`src/rtl/patch_eval_pkg.sv`:
```
// Shared types for the patch netlist evaluator: gate opcodes, stored gate
// records and FSM states, plus opcode classification helpers.
package patch_eval_pkg;

    localparam int PE_NUM_PI    = 3;
    localparam int PE_MAX_GATES = 16;
    localparam int PE_IDX_W     = $clog2(PE_NUM_PI + PE_MAX_GATES);

    typedef enum logic [3:0] {
        AND  = 4'd0,
        OR   = 4'd1,
        NAND = 4'd2,
        NOR  = 4'd3,
        XOR  = 4'd4,
        XNOR = 4'd5,
        BUF  = 4'd6,
        INV  = 4'd7,
        C0   = 4'd8,
        C1   = 4'd9
    } gate_op_e;

    typedef struct packed {
        gate_op_e              op;
        logic [PE_IDX_W-1:0]   in0;
        logic [PE_IDX_W-1:0]   in1;
    } gate_rec_t;

    typedef enum logic [2:0] {
        LOAD  = 3'd0,
        EVAL  = 3'd1,
        CHECK = 3'd2,
        DONE  = 3'd3,
        ERR   = 3'd4
    } state_e;

    function automatic logic op_legal(logic [3:0] op);
        return op <= 4'd9;
    endfunction

    // Constants read no operand; BUF/INV read only in0.
    function automatic logic uses_in0(logic [3:0] op);
        return op <= 4'd7;
    endfunction

    function automatic logic uses_in1(logic [3:0] op);
        return op <= 4'd5;
    endfunction

endpackage

```
`src/rtl/gate_alu.sv`:
```
// Combinational evaluation of a single 2-input gate.
module gate_alu
    import patch_eval_pkg::*;
(
    input  logic [3:0] op_i,
    input  logic       a_i,
    input  logic       b_i,
    output logic       y_o
);

    always_comb begin
        y_o = 1'b0;
        case (gate_op_e'(op_i))
            AND:     y_o = a_i & b_i;
            OR:      y_o = a_i | b_i;
            NAND:    y_o = ~(a_i & b_i);
            NOR:     y_o = ~(a_i | b_i);
            XOR:     y_o = a_i ^ b_i;
            XNOR:    y_o = ~(a_i ^ b_i);
            BUF:     y_o = a_i;
            INV:     y_o = ~a_i;
            C0:      y_o = 1'b0;
            C1:      y_o = 1'b1;
            default: y_o = 1'b0;
        endcase
    end

endmodule

```
`src/rtl/patch_netlist_evaluator.sv`:
```
// Loads a topologically ordered gate list and exhaustively simulates it,
// one gate per cycle, comparing the selected output with a golden table.
module patch_netlist_evaluator
    import patch_eval_pkg::*;
#(
    parameter  int NUM_PI    = PE_NUM_PI,
    parameter  int MAX_GATES = PE_MAX_GATES,
    localparam int IDX_W     = $clog2(NUM_PI + MAX_GATES)
) (
    input  logic                     clk,
    input  logic                     rst_n,
    input  logic                     rec_valid,
    output logic                     rec_ready,
    input  logic [3:0]               rec_op,
    input  logic [IDX_W-1:0]         rec_in0,
    input  logic [IDX_W-1:0]         rec_in1,
    input  logic                     rec_last,
    input  logic [IDX_W-1:0]         out_sel,
    input  logic [(1<<NUM_PI)-1:0]   golden_tt,
    input  logic                     clear,
    output logic                     busy,
    output logic                     done,
    output logic                     equiv,
    output logic [NUM_PI-1:0]        fail_vec,
    output logic                     err
);

    localparam int NUM_SIG = NUM_PI + MAX_GATES;
    localparam int CNT_W   = $clog2(MAX_GATES + 1);
    localparam int GI_W    = $clog2(MAX_GATES);
    localparam int NVEC    = 1 << NUM_PI;
    localparam int SIG_W   = 1 << IDX_W;
    localparam logic [NUM_PI-1:0] VEC_LAST = '1;

    state_e                  state_q;
    logic [CNT_W-1:0]        gate_cnt_q;
    logic [CNT_W-1:0]        gi_q;
    logic [NUM_PI-1:0]       vec_q;
    logic [NUM_PI-1:0]       fail_vec_q;
    logic                    equiv_q;
    logic [IDX_W-1:0]        out_sel_q;
    logic [NVEC-1:0]         golden_q;
    logic [MAX_GATES-1:0]    gsig_q;
    gate_rec_t               mem_q [MAX_GATES];

    logic [SIG_W-1:0]        sig_all;
    logic [IDX_W:0]          lim;
    gate_rec_t               cur;
    logic                    alu_y;
    logic                    accept;
    logic                    rec_bad;
    logic                    out_bad;

    // Full signal space: PIs come straight from the current vector, padded
    // to a power of two so any index width selects safely.
    always_comb begin
        sig_all = '0;
        sig_all[NUM_SIG-1:0] = {gsig_q, vec_q};
    end

    assign rec_ready = (state_q == LOAD);
    assign accept    = rec_valid && rec_ready;
    assign lim       = (IDX_W+1)'(NUM_PI) + (IDX_W+1)'(gate_cnt_q);
    assign rec_bad   = (gate_cnt_q == CNT_W'(MAX_GATES)) || !op_legal(rec_op) ||
                       (uses_in0(rec_op) && ({1'b0, rec_in0} >= lim)) ||
                       (uses_in1(rec_op) && ({1'b0, rec_in1} >= lim));
    assign out_bad   = ({1'b0, out_sel} >= (lim + (IDX_W+1)'(1)));
    assign cur       = mem_q[gi_q[GI_W-1:0]];

    gate_alu u_alu (
        .op_i (cur.op),
        .a_i  (sig_all[cur.in0]),
        .b_i  (sig_all[cur.in1]),
        .y_o  (alu_y)
    );

    always_ff @(posedge clk) begin
        if (accept && !rec_bad)
            mem_q[gate_cnt_q[GI_W-1:0]] <= '{op: gate_op_e'(rec_op), in0: rec_in0, in1: rec_in1};
    end

    always_ff @(posedge clk) begin
        if (!rst_n) begin
            state_q    <= LOAD;
            gate_cnt_q <= '0;
            gi_q       <= '0;
            vec_q      <= '0;
            fail_vec_q <= '0;
            equiv_q    <= 1'b0;
            out_sel_q  <= '0;
            golden_q   <= '0;
            gsig_q     <= '0;
        end else begin
            case (state_q)
                LOAD: begin
                    if (accept) begin
                        if (rec_bad || (rec_last && out_bad)) begin
                            state_q <= ERR;
                        end else begin
                            gate_cnt_q <= gate_cnt_q + 1'b1;
                            if (rec_last) begin
                                out_sel_q <= out_sel;
                                golden_q  <= golden_tt;
                                vec_q     <= '0;
                                gi_q      <= '0;
                                gsig_q    <= '0;
                                state_q   <= EVAL;
                            end
                        end
                    end
                end
                EVAL: begin
                    gsig_q[gi_q[GI_W-1:0]] <= alu_y;
                    if (gi_q == gate_cnt_q - 1'b1)
                        state_q <= CHECK;
                    else
                        gi_q <= gi_q + 1'b1;
                end
                CHECK: begin
                    if (sig_all[out_sel_q] != golden_q[vec_q]) begin
                        fail_vec_q <= vec_q;
                        equiv_q    <= 1'b0;
                        state_q    <= DONE;
                    end else if (vec_q == VEC_LAST) begin
                        equiv_q <= 1'b1;
                        state_q <= DONE;
                    end else begin
                        vec_q   <= vec_q + 1'b1;
                        gi_q    <= '0;
                        state_q <= EVAL;
                    end
                end
                DONE, ERR: begin
                    if (clear) begin
                        gate_cnt_q <= '0;
                        equiv_q    <= 1'b0;
                        fail_vec_q <= '0;
                        state_q    <= LOAD;
                    end
                end
                default: state_q <= LOAD;
            endcase
        end
    end

    assign busy     = (state_q == EVAL) || (state_q == CHECK);
    assign done     = (state_q == DONE);
    assign err      = (state_q == ERR);
    assign equiv    = equiv_q;
    assign fail_vec = fail_vec_q;

endmodule
```
`config.mk`:
```
export PLATFORM = sky130hd
export DESIGN_NAME = patch_netlist_evaluator
export DESIGN_NICKNAME = d
export VERILOG_FILES = /design/src/rtl/patch_eval_pkg.sv /design/src/rtl/gate_alu.sv /design/src/rtl/patch_netlist_evaluator.sv
export SDC_FILE = /design/constraint.sdc
export NUM_CORES = 1
export LEC_CHECK = 0
export CAP_MARGIN = 40
export CELL_PAD_IN_SITES_DETAIL_PLACEMENT = 0
export CELL_PAD_IN_SITES_GLOBAL_PLACEMENT = 1
export CORE_MARGIN = 2
export CORE_UTILIZATION = 47
export DETAILED_ROUTE_END_ITERATION = 7
export PLACE_DENSITY_LB_ADDON = 0.1
export SETUP_SLACK_MARGIN = 0.05
export SLEW_MARGIN = 20
export SYNTH_ARGS = -nofsm -noshare
export SYNTH_HDL_FRONTEND = slang
export SYNTH_HIERARCHICAL = 1
export SYNTH_SLANG_ARGS = --single-unit
```
`constraint.sdc`:
```
create_clock -name clk -period 4.2 [get_ports clk]
set_input_delay 0.84 -clock clk [delete_from_list [all_inputs] [get_ports clk]]
set_output_delay 0.84 -clock clk [all_outputs]
set_load 0.02 [all_outputs]
```
==> results of run 1 <==
-- worst max-delay path by stage --
stage / from / endpoint / slack, ns / cells past startpoint
3_3_place_gp: flip-flop / gsig_q[12] / 0.11 / 18
4_1_cts: flip-flop / gsig_q[12] / 0.05 / 18
3_5_place_dp: flip-flop / gsig_q[12] / -0.03 / 16
5_1_grt: flip-flop / gsig_q[11] / -0.01 / 18
6_report: flip-flop / gsig_q[8] / 0.18 / 18
2_1_floorplan: flip-flop / gsig_q[12] / 0.13 / 19
-- kinds of logic after synthesis --
kind of cell,Yosys count,share of synthesized area
flops,277,0.623
mux,129,0.174
compound gates,115,0.0587
buf+inv,66,0.0228
fa+ha+maj,31,0.0310
simple gates,209,0.0810
xor+xnor,13,0.00970
-- power breakdown --
group	switching, mW	internal (mW)	total, mW
Combinational	0.216	0.161	0.377
Sequential	0.0121	2.98	2.99
Clock	1.04	1.65	2.68
-- cell type report --
cell class                 count  area (um2)
sequential                   277        7790
multi-input combinational    497        4540
inverter                      18        67.6
tap                          335         419
fill                        2038       11000
timing repair buffer         113        1240
clock inverter                21         234
clock buffer                  35         791
-- timing repair --
| item | in CTS | in global routing |
|---|---|---|
| endpoints found under the setup margin | 12 | 16 |
| hold buffers | 0 | 0 |
| buffers inserted | 2 | 12 |
| pin swaps | 0 | 4 |
| gates cloned | 0 | 2 |
| gates resized for setup | 3 | 30 |
-- metrics by stage --
step	cell area, um2	hold WS, ns	power (mW)	setup slack, ns
2_1_floorplan	12500	0.458	3.24	0.134
3_3_place_gp	13800	0.460	3.39	0.106
3_5_place_dp	13800	0.468	3.41	-0.0275
4_1_cts	14900	0.477	6.09	0.0460
5_1_grt	15100	0.506	6.25	-0.0108
6_report	15100	0.473	6.05	0.181
-- worst max-delay path, cell delays in order, from the launching register on --
cell and delay (ns):
dfxtp_4 0.40, buf_12 0.13, mux4_2 0.51, mux2i_2 0.17, mux2i_2 0.14, buf_6 0.17
mux2_2 0.28, nor3b_2 0.18, nor3b_1 0.07, a31o_2 0.26, ha_1 0.19, nor2b_1 0.14
o311a_1 0.31, o32ai_2 0.33, buf_6 0.22, nand2_2 0.11, nor2_1 0.14, o21ai_0 0.08
a21oi_1 0.14
-- placed cells by master, fill, tap and decap left out, drive strengths merged, types with 6 or more instances in the layout --
| cell | count |
|---|---|
| a21oi | 34 |
| nor2 | 55 |
| clkbuf | 36 |
| clkdlybuf4s50 | 39 |
| dfxtp | 53 |
| nor2b | 13 |
| clkinv | 14 |
| and3 | 15 |
| ha | 31 |
| nand2 | 63 |
| a31oi | 6 |
| buf | 73 |
| o211ai | 7 |
| xnor2 | 10 |
| inv | 17 |
| nand3 | 25 |
| edfxtp | 224 |
| mux2i | 57 |
| o21ai | 31 |
| mux4 | 70 |
-- state kept, by name, indices dropped and copies added, names as in the netlist, named ones only --
register / flops
equiv: 1
golden_q: 8
out_sel_q: 5
gi_q: 5
state_q: 3
gsig_q: 16
gate_cnt_q: 5
fail_vec: 3
mem_q: 224
vec_q: 3
-- layer usage --
metal | global-route usage | wire (um) | up-vias
met5 | 0 | 0 | -
met4 | 0.0487 | 626 | 0
met3 | 0.0347 | 1870 | 47
met2 | 0.369 | 15100 | 246
met1 | 0.326 | 13700 | 3948
li1 | - | - | 3474
==> impl_metrics.env, run 1 <==
export IMPL_antenna_found_initial=0
export IMPL_fin_crit_ns=4.02
export IMPL_p_per_area_nw_per_um2=401
export IMPL_initial_core_util=0.480
export IMPL_maxCapViolCount=0
export IMPL_drive_above_1_share=0.228
export IMPL_final_max_slew_viol_count=0
export IMPL_antenna_cells=0
export IMPL_synthMostInstantiatedCell="edfxtp_1"
export IMPL_worstSetupPathType="flip-flop to flip-flop"
export IMPL_rsz0062_at_grt="true"
export IMPL_grt_ovfl_total=0
export IMPL_p_leak_nw=5.15
export IMPL_synth_seq_area_share=0.623
export IMPL_die_h_um=167
export IMPL_dr_total_vias=7715
export IMPL_coreArea_um2=26100
export IMPL_setup_viol=0
export IMPL_worstRegToRegCells=18
export IMPL_drt_initial_drc_count=745
export IMPL_synth_edf_count=224
export IMPL_grt_pass1_wl_um=47800
export IMPL_netlist_top_cells_area="edfxtp_1 (54%), mux4_2 (12%), dfxtp_1 (8.5%), mux2i_1 (4.6%), ha_1 (3.1%)"
export IMPL_clock_sinks=277
export IMPL_cts_inserted_buffers=30
export IMPL_gp_congestion=0.884
export IMPL_synthDistinctLibCells=67
export IMPL_nets=1000
export IMPL_max_freq_mhz=249
export IMPL_grt_max_degree=32
export IMPL_netlist_area_um2=12500
export IMPL_wirelength_um=31300
export IMPL_r2r_setup_slack_ns=0.18
export IMPL_fin_util=0.579
export IMPL_rows=59
export IMPL_synth_top_cell_by_area="edfxtp_1"
export IMPL_skew_ns=0.0108
export IMPL_startpoint_type="flip-flop"
export IMPL_grt_pass1_vias=7955
export IMPL_slew_headroom=0.507
export IMPL_cts_clk_slew_worst_paths_ns=0.06
export IMPL_yosys_warnings=6
export IMPL_post_route_drc_count=0
export IMPL_hp_start="fail_vec[0]"
export IMPL_grt_usage=0.226
export IMPL_routedWlPerCell_um=24.2
export IMPL_synth_top_area_frac=0.538
export IMPL_cts_buffer_depth=3
export IMPL_placedCellCount=1224
export IMPL_dr_pass1_iters=5
export IMPL_die_area_um2=27900
export IMPL_reg2reg_to="gsig_q[8]"
export IMPL_ant_nets=0
export IMPL_hold_viol=0
export IMPL_crit_fanout=7
export IMPL_cp_end_kind="flip-flop"
export IMPL_worst_pin_slew_ns=0.740
export IMPL_yosys_most_used_dff="edfxtp_1"
export IMPL_dieWidth_um=167
export IMPL_cts_tree="yes"
export IMPL_hold_class="flip-flop to flip-flop"
export IMPL_synth_seq_cells=277
export IMPL_hold_depth=2
export IMPL_syn_nets=903
export IMPL_fin_cells=1296
export IMPL_crit_arrival_ns=4.49
export IMPL_dp_final_hpwl_um=20200
export IMPL_cp_required_ns=4.67
export IMPL_vias_per_cell=5.95
export IMPL_postSynthCellCount=840
export IMPL_vdd_drop_max_uv=306
export IMPL_outcome="finished clean"
export IMPL_setup_tns_ns=0
export IMPL_cts_max_level=1
export IMPL_portBuffers=39
export IMPL_syn_area_per_cell_um2=14.9
export IMPL_clk_latency_ns=0.54
export IMPL_root_buffer="clkbuf_16"
export IMPL_min_to="fail_vec[0]"
export IMPL_num_io_pins=40
export IMPL_async_reset_ff_frac=0
export IMPL_fin_crit_sh=0.957
export IMPL_syn_to_final_growth_pct=20.6
export IMPL_synth_commonest_cells="edfxtp_1 (224), mux4_2 (68), nand2_1 (63), mux2i_1 (57), nor2_1 (55)"
No activity file was read; power rests on OpenSTA's default activity.
==> inputs of run 2 (changes only) <==
Settings changed: PLACE_DENSITY from default to 0.74, PLACE_DENSITY_LB_ADDON 0.1 to default.
==> run 2 against run 1 <==
  * Combinational power up 2%
  * Sequential share of layout area is 0.65 points higher
  * Clock skew up 0.031 ns
  * First-iteration DRC count rose by 3.2%
  * Global-route usage down 0.89 points
==> impl_metrics.env, run 2 (same netlist as run 1, synthesis figures left out) <==
export IMPL_dr_total_vias=7708
export IMPL_cts_tree="yes"
export IMPL_worstRegToRegCells=19
export IMPL_final_cell_mix="edfxtp_1 (224), mux4_2 (68), buf_4 (62), nand2_1 (59), nor2_1 (53)"
export IMPL_ant_nets=0
export IMPL_p_per_area_nw_per_um2=397
export IMPL_power_switching_mw=1.29
export IMPL_hp_start="fail_vec[2]"
export IMPL_fin_crit_ns=4.01
export IMPL_grt_usage=0.218
export IMPL_grt_ovfl_total=0
export IMPL_dp_final_hpwl_um=19500
export IMPL_final_max_slew_viol_count=0
export IMPL_grt_pass1_wl_um=46200
export IMPL_p_leak_nw=5.07
export IMPL_num_io_pins=40
export IMPL_cts_clk_slew_worst_paths_ns=0.06
export IMPL_startpoint_type="flip-flop"
export IMPL_gp_congestion=0.853
export IMPL_wirelength_um=30600
export IMPL_cp_end_kind="flip-flop"
export IMPL_cp_required_ns=4.62
export IMPL_p_total_mw=5.92
export IMPL_clkPwrFrac=0.430
export IMPL_max_freq_mhz=250
export IMPL_setup_viol=0
export IMPL_fin_crit_sh=0.954
export IMPL_slew_headroom=0.464
export IMPL_vdd_drop_max_uv=323
export IMPL_p_sw_frac=0.218
export IMPL_antenna_cells=0
export IMPL_portBuffers=39
export IMPL_drt_initial_drc_count=769
export IMPL_crit_fanout=7
export IMPL_clk_latency_ns=0.58
export IMPL_cts_max_level=1
export IMPL_drive_above_1_share=0.242
export IMPL_grt_max_degree=43
export IMPL_die_area_um2=27900
export IMPL_root_buffer="clkbuf_16"
export IMPL_cts_inserted_buffers=28
export IMPL_nets=997
export IMPL_final_common_cell="edfxtp_1"
export IMPL_die_h_um=167
export IMPL_worstSetupPathType="flip-flop to flip-flop"
export IMPL_initial_core_util=0.480
export IMPL_routedWlPerCell_um=23.7
export IMPL_final_cell_area_um2=14900
export IMPL_fin_util=0.572
export IMPL_power_frac_seq=0.505
export IMPL_rows=59
export IMPL_antenna_found_initial=0
export IMPL_comb_power_share=0.065
export IMPL_hold_depth=2
export IMPL_clock_sinks=277
export IMPL_dr_pass1_iters=5
export IMPL_cts_buffer_depth=3
export IMPL_hold_class="flip-flop to flip-flop"
export IMPL_dieWidth_um=167
export IMPL_post_route_drc_count=0
export IMPL_outcome="finished clean"
export IMPL_hold_viol=0
export IMPL_crit_arrival_ns=4.43
export IMPL_syn_to_final_growth_pct=19.1
export IMPL_placed_cell_area_um2=13700
export IMPL_maxCapViolCount=0
export IMPL_coreArea_um2=26100
export IMPL_internal_power_mw=4.63
export IMPL_vias_per_cell=5.97
export IMPL_worst_pin_slew_ns=0.802
export IMPL_hold_buffers=0
export IMPL_largest_register_ffs=224
export IMPL_grt_pass1_vias=7850
export IMPL_skew_ns=0.0418
export IMPL_whs_ns=0.477
[run 2: cell types whose count changed in the layout (fill, tap and decap cells not counted), sizes merged]
cell / change
clkbuf: -2
buf: -1
clkinvlp: -1
bufinv: -1
clkinv: -1
inv: +1
[run 2: path summary, 6_finish.rpt]
check,slack (ns),endpoint
max,0.19,gsig_q[0]
min,0.48,fail_vec[2]
max reg2reg,0.19,gsig_q[0]
min reg2reg,0.48,fail_vec[2]
[run 2: per-stage QoR]
stage / worst slack [ns] / std cells / setup TNS [ns]
2_1_floorplan: 0.134 / 840 / 0
3_5_place_dp: 0.0511 / 1229 / 0
4_1_cts: 0.00442 / 1281 / 0
3_3_place_gp: 0.180 / 1229 / 0
5_1_grt: -0.00422 / 1291 / -0.00429
6_report: 0.194 / 1291 / 0
[run 2: power by group through the flow]
stage | clock (mW) | sequential, mW | combinational, mW
after global routing | 2.70 | 2.99 | 0.417
after detailed placement | 0 | 3.05 | 0.357
after global placement | 0 | 3.05 | 0.343
after floorplan | 0 | 3.04 | 0.200
final | 2.54 | 2.99 | 0.384
after CTS | 2.58 | 2.99 | 0.359
[run 2: layout make-up]
cell class              instances  area [um2]
clock buffers                  33         719
clock inverters                19         231
fillers                      2003       11200
inverters                      18        67.6
multi-input cells             497        4610
flip-flops and latches        277        7790
well taps                     335         419
repair buffers                112        1060
[run 2: per-layer routing]
layer	track usage	routed length [um]	vias to the layer above
met5	0	0	-
met4	0.0596	643	0
li1	-	-	3459
met1	0.309	13100	3939
met3	0.0314	2080	48
met2	0.356	14800	262
[run 2: repair_timing]
item / CTS / global route
cloned: 0 / 2
resized for setup: 1 / 47
setup buffers: 0 / 8
endpoints found under the setup margin: 10 / 16
pin swaps: 0 / 7
[run 2: critical path: stages (launching register included)]
cell and delay [ns]:
dfxtp_4 0.44, buf_12 0.16, buf_12 0.11, clkbuf_16 0.13
mux4_2 0.48, mux4_2 0.55, nor2_1 0.13, o211ai_1 0.12
o31ai_2 0.10, a31o_2 0.16, inv_1 0.07, ha_4 0.25
a211o_4 0.33, a21oi_2 0.15, o32ai_2 0.11, buf_6 0.16
nor2b_4 0.14, nand2_1 0.09, nand2_2 0.10, a21oi_1 0.07
